===== src/rtl/ex_divider_if.sv =====
// rtl/ex_divider_if.sv - EX-stage divide unit request/response bundle
//
// Groups the divide request from the EX operand path and the result
// returned to the EX result mux.
//   start  : divide-class instruction occupies EX (held while it stays)
//   op     : 00 DIV, 01 DIVU, 10 REM, 11 REMU
//   a, b   : dividend and divisor (forwarded rs1/rs2)
//   kill   : flush of the EX instruction
//   busy   : stall request, ORed into ex_stall
//   done   : result valid this cycle
//   result : quotient or remainder
// master = EX pipeline side, slave = divider.
interface ex_divider_if #(
  parameter int WIDTH = 32
);
  logic             start;
  logic [1:0]       op;
  logic [WIDTH-1:0] a;
  logic [WIDTH-1:0] b;
  logic             kill;
  logic             busy;
  logic             done;
  logic [WIDTH-1:0] result;

  modport master (
    output start, op, a, b, kill,
    input  busy, done, result
  );

  modport slave (
    input  start, op, a, b, kill,
    output busy, done, result
  );
endinterface


===== src/rtl/ex_divider.sv =====
// rtl/ex_divider.sv - iterative RV32M DIV/DIVU/REM/REMU unit, one quotient bit per cycle
//
// Ports:
//   clk : clock, all state updates on the rising edge
//   rst : synchronous active-low reset
//   dif : ex_divider_if.slave (start/op/a/b/kill in, busy/done/result out)
// A request is latched in IDLE, iterated for WIDTH cycles in CALC using a
// restoring radix-2 loop on operand magnitudes, sign-corrected and shown
// for one cycle in DONE. Divide-by-zero and signed overflow skip CALC.
module ex_divider #(
  parameter int WIDTH = 32
) (
  input logic         clk,
  input logic         rst,
  ex_divider_if.slave dif
);
  localparam logic [1:0] S_IDLE = 2'd0;
  localparam logic [1:0] S_CALC = 2'd1;
  localparam logic [1:0] S_DONE = 2'd2;

  localparam int CNT_W = $clog2(WIDTH);
  localparam logic [CNT_W-1:0] LAST_ITER = CNT_W'(WIDTH - 1);
  localparam logic [WIDTH-1:0] MIN_NEG   = {1'b1, {(WIDTH-1){1'b0}}};

  logic [1:0]       state;
  logic             rem_sel;   // 1: return remainder, 0: quotient
  logic             neg_quo;   // operand signs differed (signed ops only)
  logic             neg_rem;   // dividend was negative (signed ops only)
  logic [WIDTH-1:0] part;      // partial remainder, always < divisor
  logic [WIDTH-1:0] quo;       // dividend bits shift out as quotient bits shift in
  logic [WIDTH-1:0] dvsr;
  logic [CNT_W-1:0] cnt;
  logic [WIDTH-1:0] result_q;

  // Request decode, used only in IDLE
  logic             is_signed;
  logic             a_neg;
  logic             b_neg;
  logic [WIDTH-1:0] a_mag;
  logic [WIDTH-1:0] b_mag;
  logic             div_zero;
  logic             overflow;
  logic [WIDTH-1:0] special_res;

  assign is_signed = ~dif.op[0];
  assign a_neg     = is_signed & dif.a[WIDTH-1];
  assign b_neg     = is_signed & dif.b[WIDTH-1];
  assign a_mag     = a_neg ? -dif.a : dif.a;
  assign b_mag     = b_neg ? -dif.b : dif.b;
  assign div_zero  = (dif.b == '0);
  assign overflow  = is_signed & (dif.a == MIN_NEG) & (dif.b == '1);

  always_comb begin
    special_res = '0;
    if (div_zero) begin
      special_res = dif.op[1] ? dif.a : '1;
    end else begin
      special_res = dif.op[1] ? '0 : MIN_NEG;
    end
  end

  // One restoring step; the extra top bit of shifted keeps the trial exact
  logic [WIDTH:0]   shifted;
  logic [WIDTH:0]   trial;
  logic             fits;
  logic [WIDTH-1:0] part_nx;
  logic [WIDTH-1:0] quo_nx;
  logic [WIDTH-1:0] quo_fix;
  logic [WIDTH-1:0] rem_fix;

  assign shifted = {part, quo[WIDTH-1]};
  assign trial   = shifted - {1'b0, dvsr};
  assign fits    = ~trial[WIDTH];
  assign part_nx = fits ? trial[WIDTH-1:0] : shifted[WIDTH-1:0];
  assign quo_nx  = {quo[WIDTH-2:0], fits};
  assign quo_fix = neg_quo ? -quo_nx : quo_nx;
  assign rem_fix = neg_rem ? -part_nx : part_nx;

  always_ff @(posedge clk) begin
    if (!rst) begin
      state    <= S_IDLE;
      rem_sel  <= 1'b0;
      neg_quo  <= 1'b0;
      neg_rem  <= 1'b0;
      part     <= '0;
      quo      <= '0;
      dvsr     <= '0;
      cnt      <= '0;
      result_q <= '0;
    end else if (dif.kill) begin
      state <= S_IDLE;
    end else begin
      case (state)
        S_IDLE: begin
          if (dif.start) begin
            rem_sel <= dif.op[1];
            if (div_zero || overflow) begin
              result_q <= special_res;
              state    <= S_DONE;
            end else begin
              neg_quo <= a_neg ^ b_neg;
              neg_rem <= a_neg;
              part    <= '0;
              quo     <= a_mag;
              dvsr    <= b_mag;
              cnt     <= '0;
              state   <= S_CALC;
            end
          end
        end
        S_CALC: begin
          part <= part_nx;
          quo  <= quo_nx;
          cnt  <= cnt + 1'b1;
          if (cnt == LAST_ITER) begin
            result_q <= rem_sel ? rem_fix : quo_fix;
            state    <= S_DONE;
          end
        end
        // start is ignored here: the finishing instruction is still in EX
        S_DONE:  state <= S_IDLE;
        default: state <= S_IDLE;
      endcase
    end
  end

  assign dif.done   = (state == S_DONE);
  assign dif.result = result_q;
  assign dif.busy   = rst & ~dif.kill &
                      (((state == S_IDLE) & dif.start) | (state == S_CALC));
endmodule


===== src/flat_wrapper.sv =====
// flat-port wrapper written by rule: the top's interface ports become plain ports
module ex_divider_flat 
#(
  parameter int WIDTH = 32
)
  (clk, rst, dif_start, dif_op, dif_a, dif_b, dif_kill, dif_busy, dif_done, dif_result);
  ex_divider_if #(.WIDTH(WIDTH)) dif_i ();
  input logic clk;
  input logic rst;
  input wire logic [$bits(dif_i.start)-1:0] dif_start;
  input wire logic [$bits(dif_i.op)-1:0] dif_op;
  input wire logic [$bits(dif_i.a)-1:0] dif_a;
  input wire logic [$bits(dif_i.b)-1:0] dif_b;
  input wire logic [$bits(dif_i.kill)-1:0] dif_kill;
  output wire logic [$bits(dif_i.busy)-1:0] dif_busy;
  output wire logic [$bits(dif_i.done)-1:0] dif_done;
  output wire logic [$bits(dif_i.result)-1:0] dif_result;
  assign dif_i.start = dif_start;
  assign dif_i.op = dif_op;
  assign dif_i.a = dif_a;
  assign dif_i.b = dif_b;
  assign dif_i.kill = dif_kill;
  assign dif_busy = dif_i.busy;
  assign dif_done = dif_i.done;
  assign dif_result = dif_i.result;
  ex_divider #(.WIDTH(WIDTH)) u_core (.clk(clk), .rst(rst), .dif(dif_i));
endmodule

===== config.mk =====
export PLATFORM = sky130hd
export DESIGN_NAME = ex_divider_flat
export DESIGN_NICKNAME = d
export VERILOG_FILES = /design/src/rtl/ex_divider_if.sv /design/src/rtl/ex_divider.sv /design/src/flat_wrapper.sv
export SDC_FILE = /design/constraint.sdc
export NUM_CORES = 1
export LEC_CHECK = 0
export BUFFER_PORTS_ARGS = -buffer_cell sky130_fd_sc_hd__buf_2
export CORE_ASPECT_RATIO = 0.75
export CORE_MARGIN = 5
export CORE_UTILIZATION = 51
export CTS_CLUSTER_DIAMETER = 100
export DETAILED_ROUTE_END_ITERATION = 10
export PLACE_DENSITY = 0.7
export REMOVE_ABC_BUFFERS = 1
export SYNTH_ARGS = -nofsm -noshare
export SYNTH_HDL_FRONTEND = slang
export SYNTH_SLANG_ARGS = --single-unit

===== constraint.sdc =====
create_clock -name clk -period 9.4 [get_ports clk]
set_input_delay 0.47 -clock clk [delete_from_list [all_inputs] [get_ports clk]]
set_output_delay 0.47 -clock clk [all_outputs]
set_load 0.01 [all_outputs]

==> flow_metrics.env, run 1 <==
export IMPL_layout_cells_non_filler=1900
export IMPL_synth_edf_count=0
export IMPL_violations="DRC"
export IMPL_irDropWorstVdd_mv=0.127
export IMPL_synth_area_leaders="dfxtp_1, nor2_1, a21oi_1"
export IMPL_cp_end_kind="flip-flop"
export IMPL_start_util=0.518
export IMPL_synth_area_per_cell_um2=7.32
export IMPL_antenna_found_initial=0
export IMPL_cts_hold_buf=0
export IMPL_dp_cells=1868
export IMPL_critPathMaxFanout=39
export IMPL_globalRoute_totalOverflow=0
export IMPL_crit_path_end="u_core.dif.result[30]"
export IMPL_final_cell_area_um2=12600
export IMPL_leakage_nw=4.94
export IMPL_r2r_end="u_core.dif.result[30]"
export IMPL_place_congestion=0.937
export IMPL_port_buffers=103
export IMPL_die_y_um=139
export IMPL_hold_start="dif_a[0]"
export IMPL_diodes=0
export IMPL_clk_path_buf_depth=2
export IMPL_fmax_mhz=149
export IMPL_m1WireLength_mm=16.9
export IMPL_post_route_cells_drive_above_1_share=0.115
export IMPL_top_layer="met4"
export IMPL_finalMaxSlewViolations=0
export IMPL_synthXorXnorAreaFrac=0.0992
export IMPL_r2r_cells=21
export IMPL_dr_wl_met2_mm=16.0
export IMPL_tritoncts="yes"
export IMPL_drc_errors=4
export IMPL_syn_to_final_growth_pct=11.0
export IMPL_finalWirelength_mm=37.5
export IMPL_syn_area_um2=11400
export IMPL_nets=1703
export IMPL_viasPerCell=6.43
export IMPL_setup_ws_ps=2690
export IMPL_path_class="flip-flop to flip-flop"
export IMPL_drt_first_pass_iters=11
export IMPL_wl_met3_mm=3.78
export IMPL_clk_pin_slew_ps=60
export IMPL_synth_top_area_cell="dfxtp_1"
export IMPL_grt_pass1_vias=10900
export IMPL_post_cts_resized=0
export IMPL_ys_seq_area_frac=0.243
export IMPL_async_flop_share=0
export IMPL_synthMuxAreaShare=0.0293
export IMPL_grt_usage=0.284
export IMPL_synth_compound_area_frac=0.299
export IMPL_whs_ps=325
export IMPL_numCtsBuffers=17
export IMPL_maxCapViolCount=0
export IMPL_slew_headroom=0.167
export IMPL_rsz0062_at_grt="false"
export IMPL_via_count=12200
export IMPL_htreeDepth=4
export IMPL_dieWidth_um=183
export IMPL_setup_violations=0
export IMPL_tightestPinTransition_ps=1250
export IMPL_synth_top_area_frac=0.243
export IMPL_synth_most_common_cell="nor2_1"
export IMPL_place_ws_ps=2860
export IMPL_synth_common_cells="nor2_1, dfxtp_1, a21oi_1"
export IMPL_fin_crit_ps=6710
export IMPL_hpwl_mm=27.3
export IMPL_fin_tns_setup_ps=0
export IMPL_power_density_nw_per_um2=140
export IMPL_yosysWarningCount=0
export IMPL_synth_simple_area_share=0.227
export IMPL_worstSkewPairLatency_ps=440
export IMPL_synth_cell_type_count=85
export IMPL_rows=47
export IMPL_grt_max_degree=72
export IMPL_synth_top_family_by_area="compound AO/OA/AOI/OAI gates"
export IMPL_cts_sinks=138
export IMPL_arrival_ps=7040
export IMPL_cp_start_kind="flip-flop"
export IMPL_pin_count=104
export IMPL_required_ps=9730
export IMPL_finalHoldViolCount=0
export IMPL_ys_flop_type="dfxtp_1"
export IMPL_r2r_slack_ps=2690
export IMPL_antenna_left=0
export IMPL_dieArea_um2=25400
export IMPL_grt_pass1_wl_mm=59.2
export IMPL_fin_crit_sh=0.714
export IMPL_place_area_um2=12000
export IMPL_synthCells=1556
export IMPL_crit_start="u_core.quo[31]"
export IMPL_worst_hold_path_type="input pin to flip-flop"
export IMPL_ys_ff_latch=138
export IMPL_core_area_um2=22000
export IMPL_r2r_start="u_core.quo[31]"
export IMPL_synthAdderAreaFrac=0.0446
export IMPL_post_cts_setup_buffers=0
export IMPL_routedWlPerCell_um=19.7
export IMPL_status="finished, violations left"
export IMPL_fin_skew_ps=13.6
export IMPL_first_iter_violations=1736
export IMPL_root_buffer="clkbuf_16"
cells in the final DEF, fill, tap and decap left out, drive strengths merged, types with 10 or more instances in the layout:
cell	netlist	routed
and3	16	16
a221oi	10	10
a31oi	20	20
a21o	15	15
xor2	59	59
o41ai	17	17
nand2b	17	17
o31ai	20	20
nor2	241	241
or3	18	18
a22oi	18	18
ha	39	39
o211ai	21	21
a21oi	127	127
inv	64	64
nand2	96	96
a211oi	51	51
mux2i	30	30
xnor2	70	70
o21ai	109	109
dfxtp	138	138
or4	13	13
nor4	19	19
nand3	22	22
nor3	40	40
a222oi	22	22
buf	24	120
nand4	18	18
clkbuf	77	21
nor2b	11	11
and2	12	12
o21a	16	16
worst max-delay path, stage by stage, from the launching register on:
cell       delay (ps)
dfxtp_1           350
inv_1              80
ha_1              200
fa_1              410
and2b_1           300
o21ai_4           100
a31o_2            290
a2111oi_4         380
nor3_2             60
buf_4             220
nor2_4            880
inv_2             550
a21oi_1           390
ha_1              260
o21ai_0           150
a2111oi_0         310
nand3_1           160
o31a_2            330
nand4bb_1         340
o41ai_1           420
xor2_1            140
o41ai_1           270
cell type report:
class                      instances  area, um^2
timing repair buffer             120         643
inverter                          64         241
clock buffer                      21         460
multi-input combinational       1252        8000
clock inverter                    11         168
fill                            2159        9360
tap                              294         368
sequential                       138        2760
power breakdown:
part | internal [mW] | switching [mW]
sequential | 0.604 | 0.0177
combinational | 0.143 | 0.258
clock | 0.458 | 0.286
how the worst min path moves through the flow:
stage	end	slack [ps]	depth (start not counted)
floorplan	u_core.part[28]	450	2
global placement	u_core.dif.result[18]	440	2
detailed placement	u_core.dif.result[18]	450	2
CTS	u_core.quo[0]	300	3
global route	u_core.dif.result[18]	330	3
finish	u_core.quo[0]	330	3
state kept, by name, indices dropped and copies added, names as in the netlist:
register           flops
u_core.state           2
u_core.dif.result     32
u_core.neg_quo         1
u_core.quo            32
u_core.rem_sel         1
u_core.part           32
u_core.neg_rem         1
u_core.cnt             5
u_core.dvsr           32
logic make-up after synthesis:
logic type | Yosys count
AOI/OAI and AO/OA | 503
xor gates and xnor gates | 129
adders and majority gates | 40
buffers and inverters | 166
DFF | 138
muxes | 33
and+or+nand+nor | 547
routing by layer:
layer / up-vias / track usage
met5: - / 0
met4: 0 / 0.0742
met3: 62 / 0.0681
met2: 655 / 0.418
met1: 5715 / 0.416
li1: 5782 / -
metrics by stage:
stage,util,power [mW]
finish,0.575,1.77
global placement,0.546,1.02
floorplan,-,0.902
CTS,0.575,1.76
detailed placement,0.546,1.02
global route,0.575,1.83
Note: power is estimated with default switching activity, not from simulation.
==> inputs of run 2 (changes only) <==
==> constraint.sdc (replaced) <==
create_clock -name clk -period 6.7 [get_ports clk]
set_input_delay 0.335 -clock clk [delete_from_list [all_inputs] [get_ports clk]]
set_output_delay 0.335 -clock clk [all_outputs]
set_load 0.01 [all_outputs]
==> flow_metrics.env, run 2 (synthesis results as in run 1) <==
export IMPL_slew_headroom=0.284
export IMPL_crit_chain="inv_1 > ha_1 > fa_1 > and2b_1 > o21ai_4 > a31o_2 > a2111oi_4 > o21a_1 > nor2_4 > inv_2 > nor2_1 > a21oi_1 > ha_1 > o21ai_0 > a2111oi_0 > nand3_1 > o31a_2 > nand4bb_1 > o41ai_1 > xor2_1 > o41ai_1"
export IMPL_crit_family="compound AO/OA/AOI/OAI gates"
export IMPL_routedWlPerCell_um=19.6
export IMPL_htreeDepth=4
export IMPL_via_count=12100
export IMPL_crit_slowest_cell="o41ai_1"
export IMPL_dieWidth_um=183
export IMPL_arrival_ps=5680
export IMPL_cp_depth=21
export IMPL_die_y_um=139
export IMPL_whs_ps=179
export IMPL_clk_path_buf_depth=2
export IMPL_gr_max_usage_layer="met1"
export IMPL_pin_count=104
export IMPL_worst_path_largest_cell_delay_ps=400
export IMPL_drc_errors=0
export IMPL_final_util=0.577
export IMPL_r2r_slack_ps=1360
export IMPL_first_iter_violations=1637
export IMPL_place_ws_ps=1500
export IMPL_post_route_cells_drive_above_1_share=0.117
export IMPL_cp_end_kind="flip-flop"
export IMPL_power_density_nw_per_um2=197
export IMPL_drt_first_pass_iters=7
export IMPL_worst_hold_path_type="input pin to flip-flop"
export IMPL_antenna_left=0
export IMPL_numCtsBuffers=17
export IMPL_final_cell_area_um2=12700
export IMPL_r2r_end="u_core.dif.result[30]"
export IMPL_met2_usage=0.414
export IMPL_leakage_nw=4.97
export IMPL_nets=1707
export IMPL_fmax_mhz=187
export IMPL_setup_violations=0
export IMPL_viasPerCell=6.33
export IMPL_fin_crit_ps=5340
export IMPL_finalMaxSlewViolations=0
export IMPL_start_util=0.518
export IMPL_core_area_um2=22000
export IMPL_hold_depth=3
export IMPL_antenna_found_initial=0
export IMPL_diodes=0
export IMPL_required_ps=7040
export IMPL_p_total_mw=2.50
export IMPL_path_class="flip-flop to flip-flop"
export IMPL_layout_cells_non_filler=1904
export IMPL_critPathMaxFanout=7
export IMPL_setup_ws_ps=1360
export IMPL_grt_pass1_vias=11000
export IMPL_worstSkewPairLatency_ps=440
export IMPL_dieArea_um2=25400
export IMPL_place_congestion=0.986
export IMPL_root_buffer="clkbuf_16"
export IMPL_cts_sinks=138
export IMPL_mostFrequentLayoutCell="nor2_1"
export IMPL_rsz0062_at_grt="false"
export IMPL_r2r_cells=21
export IMPL_clk_pin_slew_ps=60
export IMPL_grt_usage=0.285
export IMPL_grt_max_degree=62
export IMPL_syn_to_final_growth_pct=11.4
export IMPL_post_cts_setup_buffers=0
export IMPL_irDropWorstVdd_mv=0.197
export IMPL_hold_start="dif_a[18]"
export IMPL_cp_start_kind="flip-flop"
export IMPL_dp_cells=1872
export IMPL_place_area_um2=12000
export IMPL_min_to="u_core.dif.result[18]"
export IMPL_fin_crit_sh=0.797
export IMPL_post_cts_resized=0
export IMPL_fin_tns_setup_ps=0
export IMPL_globalRoute_totalOverflow=0
export IMPL_worst_path_buf_inv=2
export IMPL_fin_skew_ps=10.7
export IMPL_grt_pass1_wl_mm=59.4
export IMPL_r2r_start="u_core.quo[31]"
export IMPL_final_cell_mix="nor2_1, dfxtp_1, a21oi_1"
export IMPL_finalHoldViolCount=0
export IMPL_port_buffers=103
export IMPL_status="completed"
export IMPL_cts_hold_buf=0
export IMPL_rows=47
export IMPL_tightestPinTransition_ps=1070
export IMPL_maxCapViolCount=0
export IMPL_hpwl_mm=27.5
export IMPL_tritoncts="yes"
export IMPL_use_met1=0.416
export IMPL_use_met3=0.0634
export IMPL_finalWirelength_mm=37.3
run 2: cell count changes in the layout (fill, tap and decap cells not counted):
cell       change
buf_4          +4
inv_6          -1
clkinv_2       +2
clkbuf_1       -1
bufinv_16      +1
clkbuf_8       -1
run 2: worst min-delay path, cell delays in order:
cell and delay [ps]:
buf_2 110, o21ai_0 70, nand3_1 70
run 2: power by group:
group	leakage (nW)	switching, mW	internal [mW]	total [mW]
combinational	3.53	0.363	0.201	0.564
sequential	1.12	0.0249	0.847	0.872
clock	0.312	0.393	0.667	1.06
total	4.97	0.781	1.72	2.50
run 2: per-layer routing:
metal / wire length, um / vias up
li1: - / 5786
met4: 966 / 0
met2: 15700 / 536
met5: 0 / -
met3: 3430 / 78
met1: 17200 / 5660
run 2: layout make-up:
class | instances | area (um^2)
inverter | 64 | 241
timing repair buffer | 124 | 673
sequential | 138 | 2760
multi-input combinational | 1252 | 8000
tap | 294 | 368
clock buffer | 19 | 443
fill | 2166 | 9310
clock inverter | 13 | 199
run 2: worst max path at each step:
stage / endpoint / slack (ps) / from
floorplan: u_core.dif.result[26] / 710 / u_core.quo[31]
detailed placement: u_core.dif.result[26] / 1500 / u_core.quo[31]
finish: u_core.dif.result[30] / 1360 / u_core.quo[31]
CTS: u_core.dif.result[30] / 1440 / u_core.quo[31]
global route: u_core.dif.result[30] / 890 / u_core.quo[31]
global placement: u_core.dif.result[26] / 1680 / u_core.quo[31]
